File: config.mk
export PLATFORM = sky130hd
export DESIGN_NAME = rstseq_flat
export DESIGN_NICKNAME = d
export VERILOG_FILES = /design/src/rtl/rstseq_if.sv /design/src/rtl/rstseq.sv /design/src/flat_wrapper.sv
export SDC_FILE = /design/constraint.sdc
export NUM_CORES = 1
export LEC_CHECK = 0
export BUFFER_PORTS_ARGS = -buffer_cell sky130_fd_sc_hd__buf_4
export CAP_MARGIN = 10
export CELL_PAD_IN_SITES_DETAIL_PLACEMENT = 1
export CELL_PAD_IN_SITES_GLOBAL_PLACEMENT = 2
export CORE_MARGIN = 8
export CORE_UTILIZATION = 35
export CTS_CLUSTER_DIAMETER = 80
export DETAILED_ROUTE_END_ITERATION = 10
export PLACE_DENSITY_LB_ADDON = 0.12
export SKIP_CTS_REPAIR_TIMING = 1
export SLEW_MARGIN = 20
export SYNTH_ARGS = -nofsm -noshare
export SYNTH_HDL_FRONTEND = slang
export SYNTH_SLANG_ARGS = --single-unit
File: constraint.sdc
create_clock -name clk_i -period 2.6 [get_ports clk_i]
set_clock_uncertainty 0.05 [all_clocks]
set_input_delay 0.52 -clock clk_i [delete_from_list [all_inputs] [get_ports clk_i]]
set_output_delay 0.52 -clock clk_i [all_outputs]
set_load 0.005 [all_outputs]
File: src/rtl/rstseq_if.sv
// Request/status bundle between devtbl/multipu and the reset sequencer.
interface rstseq_if #(
  parameter int unsigned DOMAINCNT = 4
);
  logic                 rst0_i;
  logic                 rst1_i;
  logic                 purst_i;
  logic [DOMAINCNT-1:0] rst_o;
  logic                 busy_o;
  logic                 pwroff_o;
  logic [1:0]           cause_o;

  modport master (
    output rst0_i, rst1_i, purst_i,
    input  rst_o, busy_o, pwroff_o, cause_o
  );

  modport slave (
    input  rst0_i, rst1_i, purst_i,
    output rst_o, busy_o, pwroff_o, cause_o
  );
endinterface

File: src/rtl/rstseq.sv
// Multi-domain reset sequencer: decodes sw/PU reset requests, holds all targeted
// domains for a fixed count, then releases them one by one in index order.
module rstseq #(
  parameter int unsigned          DOMAINCNT = 4,
  parameter int unsigned          CNTRBITSZ = 4,
  parameter int unsigned          STAGEGAP  = 2,
  parameter logic [DOMAINCNT-1:0] WARMMASK  = '1
) (
  input logic     clk_i,
  input logic     rst_i,
  rstseq_if.slave bus
);
  localparam int unsigned STAGEW = (DOMAINCNT > 1) ? $clog2(DOMAINCNT) : 1;
  localparam int unsigned GAPW   = (STAGEGAP > 0) ? $clog2(STAGEGAP + 1) : 1;
  localparam logic [STAGEW-1:0] LASTSTAGE = STAGEW'(DOMAINCNT - 1);
  localparam logic [GAPW-1:0]   GAPLOAD   = GAPW'(STAGEGAP);

  typedef enum logic [1:0] {IDLE, HOLD, RELEASE, OFF} state_e;

  state_e               state_q, state_d;
  logic [CNTRBITSZ-1:0] cntr_q, cntr_d;
  logic [GAPW-1:0]      gap_q, gap_d;
  logic [STAGEW-1:0]    stage_q, stage_d;
  logic [DOMAINCNT-1:0] rst_q, rst_d;
  logic                 busy_q, busy_d;
  logic                 pwroff_q, pwroff_d;
  logic [1:0]           cause_q, cause_d;

  logic req_off, req_cold, req_warm, req_pu, accept;

  assign req_off  = ~bus.rst1_i &  bus.rst0_i;
  assign req_cold =  bus.rst1_i &  bus.rst0_i;
  assign req_warm =  bus.rst1_i & ~bus.rst0_i;
  assign req_pu   =  bus.purst_i;
  assign accept   = (state_q != OFF);

  always_comb begin
    state_d  = state_q;
    cntr_d   = cntr_q;
    gap_d    = gap_q;
    stage_d  = stage_q;
    rst_d    = rst_q;
    pwroff_d = pwroff_q;
    cause_d  = cause_q;

    // Requests are levels: while one is held the hold counter stays reloaded.
    if (accept && req_off) begin
      state_d  = OFF;
      rst_d    = '1;
      pwroff_d = 1'b1;
    end else if (accept && req_cold) begin
      state_d = HOLD;
      rst_d   = '1;
      cntr_d  = '1;
      stage_d = '0;
      gap_d   = '0;
      cause_d = 2'b10;
    end else if (accept && (req_warm || req_pu)) begin
      state_d = HOLD;
      rst_d   = rst_q | WARMMASK;
      cntr_d  = '1;
      stage_d = '0;
      gap_d   = '0;
      cause_d = req_warm ? 2'b01 : 2'b11;
    end else begin
      case (state_q)
        HOLD: begin
          if (cntr_q != '0) begin
            cntr_d = cntr_q - 1'b1;
          end else begin
            rst_d[0] = 1'b0;
            if (DOMAINCNT == 1) begin
              state_d = IDLE;
            end else begin
              gap_d   = GAPLOAD;
              stage_d = STAGEW'(1);
              state_d = RELEASE;
            end
          end
        end
        RELEASE: begin
          if (gap_q != '0) begin
            gap_d = gap_q - 1'b1;
          end else begin
            // Domains already clear still use their slot, keeping timing cause-independent.
            rst_d[stage_q] = 1'b0;
            gap_d          = GAPLOAD;
            if (stage_q == LASTSTAGE) begin
              stage_d = '0;
              state_d = IDLE;
            end else begin
              stage_d = stage_q + 1'b1;
            end
          end
        end
        IDLE:    rst_d = '0;
        OFF:     ;
        default: state_d = IDLE;
      endcase
    end

    busy_d = (state_d != IDLE);
  end

  always_ff @(posedge clk_i or posedge rst_i) begin
    if (rst_i) begin
      state_q  <= HOLD;
      cntr_q   <= '1;
      gap_q    <= '0;
      stage_q  <= '0;
      rst_q    <= '1;
      busy_q   <= 1'b1;
      pwroff_q <= 1'b0;
      cause_q  <= 2'b00;
    end else begin
      state_q  <= state_d;
      cntr_q   <= cntr_d;
      gap_q    <= gap_d;
      stage_q  <= stage_d;
      rst_q    <= rst_d;
      busy_q   <= busy_d;
      pwroff_q <= pwroff_d;
      cause_q  <= cause_d;
    end
  end

  assign bus.rst_o    = rst_q;
  assign bus.busy_o   = busy_q;
  assign bus.pwroff_o = pwroff_q;
  assign bus.cause_o  = cause_q;
endmodule

File: src/flat_wrapper.sv
// flat-port wrapper written by rule: the top's interface ports become plain ports
module rstseq_flat 
#(
  parameter int unsigned          DOMAINCNT = 4,
  parameter int unsigned          CNTRBITSZ = 4,
  parameter int unsigned          STAGEGAP  = 2,
  parameter logic [DOMAINCNT-1:0] WARMMASK  = '1
)
  (clk_i, rst_i, bus_rst0_i, bus_rst1_i, bus_purst_i, bus_rst_o, bus_busy_o, bus_pwroff_o, bus_cause_o);
  rstseq_if #(.DOMAINCNT(DOMAINCNT)) bus_i ();
  input logic clk_i;
  input logic rst_i;
  input wire logic [$bits(bus_i.rst0_i)-1:0] bus_rst0_i;
  input wire logic [$bits(bus_i.rst1_i)-1:0] bus_rst1_i;
  input wire logic [$bits(bus_i.purst_i)-1:0] bus_purst_i;
  output wire logic [$bits(bus_i.rst_o)-1:0] bus_rst_o;
  output wire logic [$bits(bus_i.busy_o)-1:0] bus_busy_o;
  output wire logic [$bits(bus_i.pwroff_o)-1:0] bus_pwroff_o;
  output wire logic [$bits(bus_i.cause_o)-1:0] bus_cause_o;
  assign bus_i.rst0_i = bus_rst0_i;
  assign bus_i.rst1_i = bus_rst1_i;
  assign bus_i.purst_i = bus_purst_i;
  assign bus_rst_o = bus_i.rst_o;
  assign bus_busy_o = bus_i.busy_o;
  assign bus_pwroff_o = bus_i.pwroff_o;
  assign bus_cause_o = bus_i.cause_o;
  rstseq #(.DOMAINCNT(DOMAINCNT), .CNTRBITSZ(CNTRBITSZ), .STAGEGAP(STAGEGAP), .WARMMASK(WARMMASK)) u_core (.clk_i(clk_i), .rst_i(rst_i), .bus(bus_i));
endmodule
; ---- Yosys cells after proc, flatten, opt, wreduce, memory -nomap -nowiden
; Cells that the tools add are included.
; Widths: inputs -> output; s select.
[word_totals]
in_bits = 5
reg_bits = 18
elab_cells = 85
out_inout_bits = 8
[op_classes]
n_eq_ne = 8
addsub = 3
muxes = 34
reduce_logical = 21
n_bitwise = 8
magnitude_cmp = 2
[ops]
columns = cell, n
row1 = $mux 2, 18
row2 = $mux 4, 8
row3 = $pmux 2 s2, 3
row4 = $ne 5x2->1 const B, 2
row5 = $reduce_and 3->1, 3
row6 = $ne 4x2->1 const B, 2
row7 = $reduce_bool 4->1, 2
row8 = $pmux 3 s2, 1
row9 = $reduce_bool 2->1, 3
row10 = $reduce_bool 3->1, 2
row11 = $reduce_bool 6->1, 1
row12 = $reduce_bool 5->1, 1
row13 = $and 4x4->4, 1
row14 = $eq 2x2->1 const B, 2
row15 = $logic_and 1x1->1, 4
row16 = $not 4->4, 1
row17 = $reduce_and 2->1, 2
row18 = $reduce_and 4->1, 1
row19 = $sub 4x1->4 const B, 1
row20 = $and 1x1->1, 3
row21 = $lt 2x3->1 const B, 1
row22 = $not 1->1, 3
row23 = $pmux 1 s3, 1
row24 = $add 2x1->2 const B, 1
row25 = 8 further kinds, 9

; ---- Logic depth before layout (Yosys ltp)
[logic_depth]
depth_word = 11
depth_mapped = 7
ltp_nobuf = 6

; ---- Worst setup path before layout
; No wires, ideal clock.
[synth_path]
path_kind = reg-to-reg
start = reg u_core.state_q[0]
end = reg u_core.cntr_q[1]
t_arrival_ns = 1.592
setup_ns = 0.094
path_stages_with_launch = 7
setup_slack_ns = 0.864
synth_period_minus_slack_ns = 1.736
path_buffers = 1
t_required_ns = 2.456
cell_sequence = dfstp_2 > ha_1 > buf_2 > nor3b_2 > a41o_1 > nor4_1 > a22oi_1
[synth_between]
elab_chain_cells = 4
elab_cells_between_ends = 11
cone_classes = eq/ne: 2 / mux: 2 / bitwise: 1 / reduce/logical: 6
[synth_lines]
columns = item, line_no
row1 = start: declaration, rstseq.sv:20  ; state_e state_q, state_d;
row2 = start signal: assignment, rstseq.sv:116  ; state_q <= state_d;
row3 = $ne 2x2->1, rstseq.sv:35  ; assign accept = (state_q != OFF);
row4 = $logic_and 1x1->1 (on tied branches), "rstseq.sv:58, rstseq.sv:47, rstseq.sv:51"
row5 = $reduce_bool 3->1 (no line) (tied with other cells), --
row6 = $reduce_and 3->1 (no line) / $mux 4 (equally long branches), --
row7 = end signal: assignment, rstseq.sv:117  ; cntr_q <= cntr_d;
row8 = end: declaration, rstseq.sv:21  ; logic [CNTRBITSZ-1:0] cntr_q, cntr_d;
; Parallel ways exist; a longest one is shown, timed or not.
; A chain may end at the register's enable or synchronous reset.

; ---- Final worst setup path
; Ends and elaborated chain as after synthesis.

==> key figures <==
Detailed routing
  – Final wirelength: 2.62 mm
  – Post-DRT Antenna Nets: 0
  – DR iter-0 viols: 28
  – First-pass DRT Iterations: 4
  – Drt via density: 5.19
  – DRC: 0
  – Vias post-DR: 903
  – Wirelength per Cell: 15.1 um

Synth
  – Post-Synth XOR/XNOR Area: 0%
  – Adder-cell share of the synthesized area: 13.3%
  – Post-synthesis simple-gate area fraction: 14.6%
  – EDFF count, synth: 0
  – Syn nets: 134
  – Post-Synthesis Cells: 117
  – Top FF cell, synth: dfstp_2
  – Syn_area_per_cell: 9.65 um^2
  – Synthesized flop and latch total: 18
  – Post-synth ARST share: 100%
  – Largest family of logic cells by synthesized area: compound AO/OA/AOI/OAI gates
  – Yosys cell types: 40
  – YS warnings: 0
  – Mux share of post-synthesis cell area: 0.887%
  – Sequential cell area fraction in the yosys report: 41.0%
  – Compound-Gate Fraction of Synth Area: 24.2%
  – Netlist Area Pre-Place: 1130 um^2

Final layout
  – Ant diodes: 0
  – Final std cells w/o fill: 174
  – Layout cell share with drive strength beyond 1: 29.2%
  – Register Area: 463 um^2
  – Area of the multi-input gates: 598 um^2
  – Design Area, Final: 1300 um^2
  – FILL cells: 372
  – Area Overhead vs Synth: 15.1%
  – Commonest cells after routing, fill and taps aside: inv_1 (13), buf_4 (13), ha_1 (12)
  – Final Net Count: 148

Timing
  – Final worst path period need: 1.95 ns
  – Tcrit/Tclk final: 75.2%
  – Worst slew pin tran: 0.737 ns
  – RSZ-0062 raised after global routing: no
  – Achievable clock frequency: 512 MHz
  – Max-slew headroom: 50.8%
  – Setup TNS: 0 ns
  – Max Slew Vio Count: 0
  – Final Hold Fails: 0
  – Final Setup Violations: 0

Global routing
  – Vias in the first global route: 968
  – Initial antenna violation count: 0
  – Largest net degree at the start of global routing: 19
  – GRT Total Usage: 10.8%
  – Congestion Overflow GR: 0
  – First-pass GRT wire length: 4.56 mm

Clock network
  – CTS max path bufs: 2
  – H-tree depth: 1
  – CTS tree: built
  – Root Driver: clkbuf_4
  – TritonCTS buffer count: 3
  – Clk Latency, worst-skew pair: 0.30 ns
  – Clock-pin slew on the worst setup and hold paths: 0.12 ns
  – CTS sink cnt: 18

Placement
  – Port bufs: 12
  – Final GP Congestion: 0.766
  – Cell total after placement: 170
  – Hpwl dp: 2.01 mm
  – Area of placed instances: 1260 um^2

Worst setup path
  – Crit path kind: register to register
  – CP max FO: 9
  – Critical path endpoint category: register
  – CP cell instances: ha_1 -> nor3b_2 -> a41o_1 -> nor4_1 -> a22oi_1
  – Critical Path RT: 2.77 ns
  – Crit path largest cell delay: 0.60 ns
  – CP Launch Type: register
  – Critical Path AT: 2.13 ns
  – Crit-path slowest cell: dfstp_2

Floorplan
  – Top-level port count: 13
  – Die Wd: 72.8 um
  – Die height: 72.8 um
  – Rows: 20
  – Core area: 3050 um^2
  – Initial core utilization: 37.0%
  – Die footprint: 5300 um^2

Run
  – Number of max-cap violations: 0

Status
  – Status: finished, final reports clean

Power
  – Max IR drop VDD: 0.336 mV
  – Pwr dens: 908 nW/um^2
  – Leak: 0.614 nW

Hold path
  – Hold Path Class: input pin to asynchronous set/reset pin
==> through the flow <==
stage	worst slack [ns]	power [mW]	hold slack, ns	utilization (%)
after floorplan	0.864	0.830	0.401	-
after global placement	0.701	0.991	0.413	41.4
after detailed placement	0.644	1.01	0.421	41.4
after CTS	0.614	1.20	0.309	42.5
after global routing	0.438	1.29	0.333	42.5
final	0.646	1.18	0.284	42.5
==> critical path, delay by kind of cell (launching register included) <==
kind	cells	cell delay (ns)
adders and majority gates	1	0.34
and+or+nand+nor	2	0.48
DFF	1	0.60
AOI/OAI and AO/OA	2	0.40
==> cells in the mapped netlist (2+ instances only) <==
cell	instances	area [um^2]
o31ai_1	3	22.5
buf_2	2	10.0
a21oi_1	6	30.0
dfstp_2	10	263
nor2_1	4	15.0
nand3_1	2	10.0
a41o_1	2	20.0
nor3_1	2	10.0
or2_2	2	12.5
nor3b_1	2	15.0
a31oi_1	2	12.5
inv_1	13	48.8
o21ai_0	9	45.0
ha_1	12	150
nand2_1	10	37.5
dfrtp_1	8	200
o21ai_1	4	20.0
nor2b_1	2	12.5
==> routing by layer <==
layer / share of wire, % / global-route usage [%] / routed length, um
met1: 45 / 13.3 / 1190
met4: 0.72 / 3.33 / 19
met3: 3.0 / 2.47 / 79
met2: 51 / 18.0 / 1330
met5: 0 / 0 / 0
==> path summary, 6_finish.rpt <==
check                                        endpoint                start  slack [ns]  cells after the start
worst max-delay path                 u_core.cntr_q[1]    u_core.state_q[0]        0.65                      5
worst min-delay path            u_core.bus.cause_o[1]                rst_i        0.28                      2
worst max register to register       u_core.cntr_q[1]    u_core.state_q[0]        0.65                      5
worst min register to register    u_core.bus.rst_o[1]  u_core.bus.rst_o[1]        0.44                      2
max in group asynchronous           u_core.stage_q[1]                rst_i        1.75                      2
min in group clk_i              u_core.bus.cause_o[0]           bus_rst0_i        0.42                      2
==> power breakdown <==
group	internal, mW	switching, mW	total [mW]
Clock	0.0853	0.0976	0.183
Sequential	0.382	0.0490	0.431
Combinational	0.253	0.313	0.566
Total	0.720	0.460	1.18
==> registers in the layout, indices dropped and copies added (netlist names) <==
| signal | cells |
|---|---|
| u_core.state_q | 2 |
| u_core.bus.busy_o | 1 |
| u_core.stage_q | 2 |
| u_core.cntr_q | 4 |
| u_core.gap_q | 2 |
| u_core.bus.cause_o | 2 |
| u_core.bus.pwroff_o | 1 |
| u_core.bus.rst_o | 4 |
==> cells by family (layout without fill, tap and decap cells) <==
logic type | count (synthesis) | after routing
adders and majority gates | 12 | 12
DFF | 18 | 18
and+or+nand+nor | 30 | 30
muxes | 1 | 1
AOI/OAI and AO/OA | 39 | 39
buffers and inverters | 17 | 30
==> final cells by class <==
| cell class | instances | share of cell area [%] |
|---|---|---|
| clock buffers | 4 | 2.79 |
| multi-input cells | 82 | 46.0 |
| well taps | 44 | 4.24 |
| flip-flops and latches | 18 | 35.6 |
| inverters | 13 | 3.76 |
| repair buffers | 13 | 7.51 |
(Power assumes the default switching activity.)
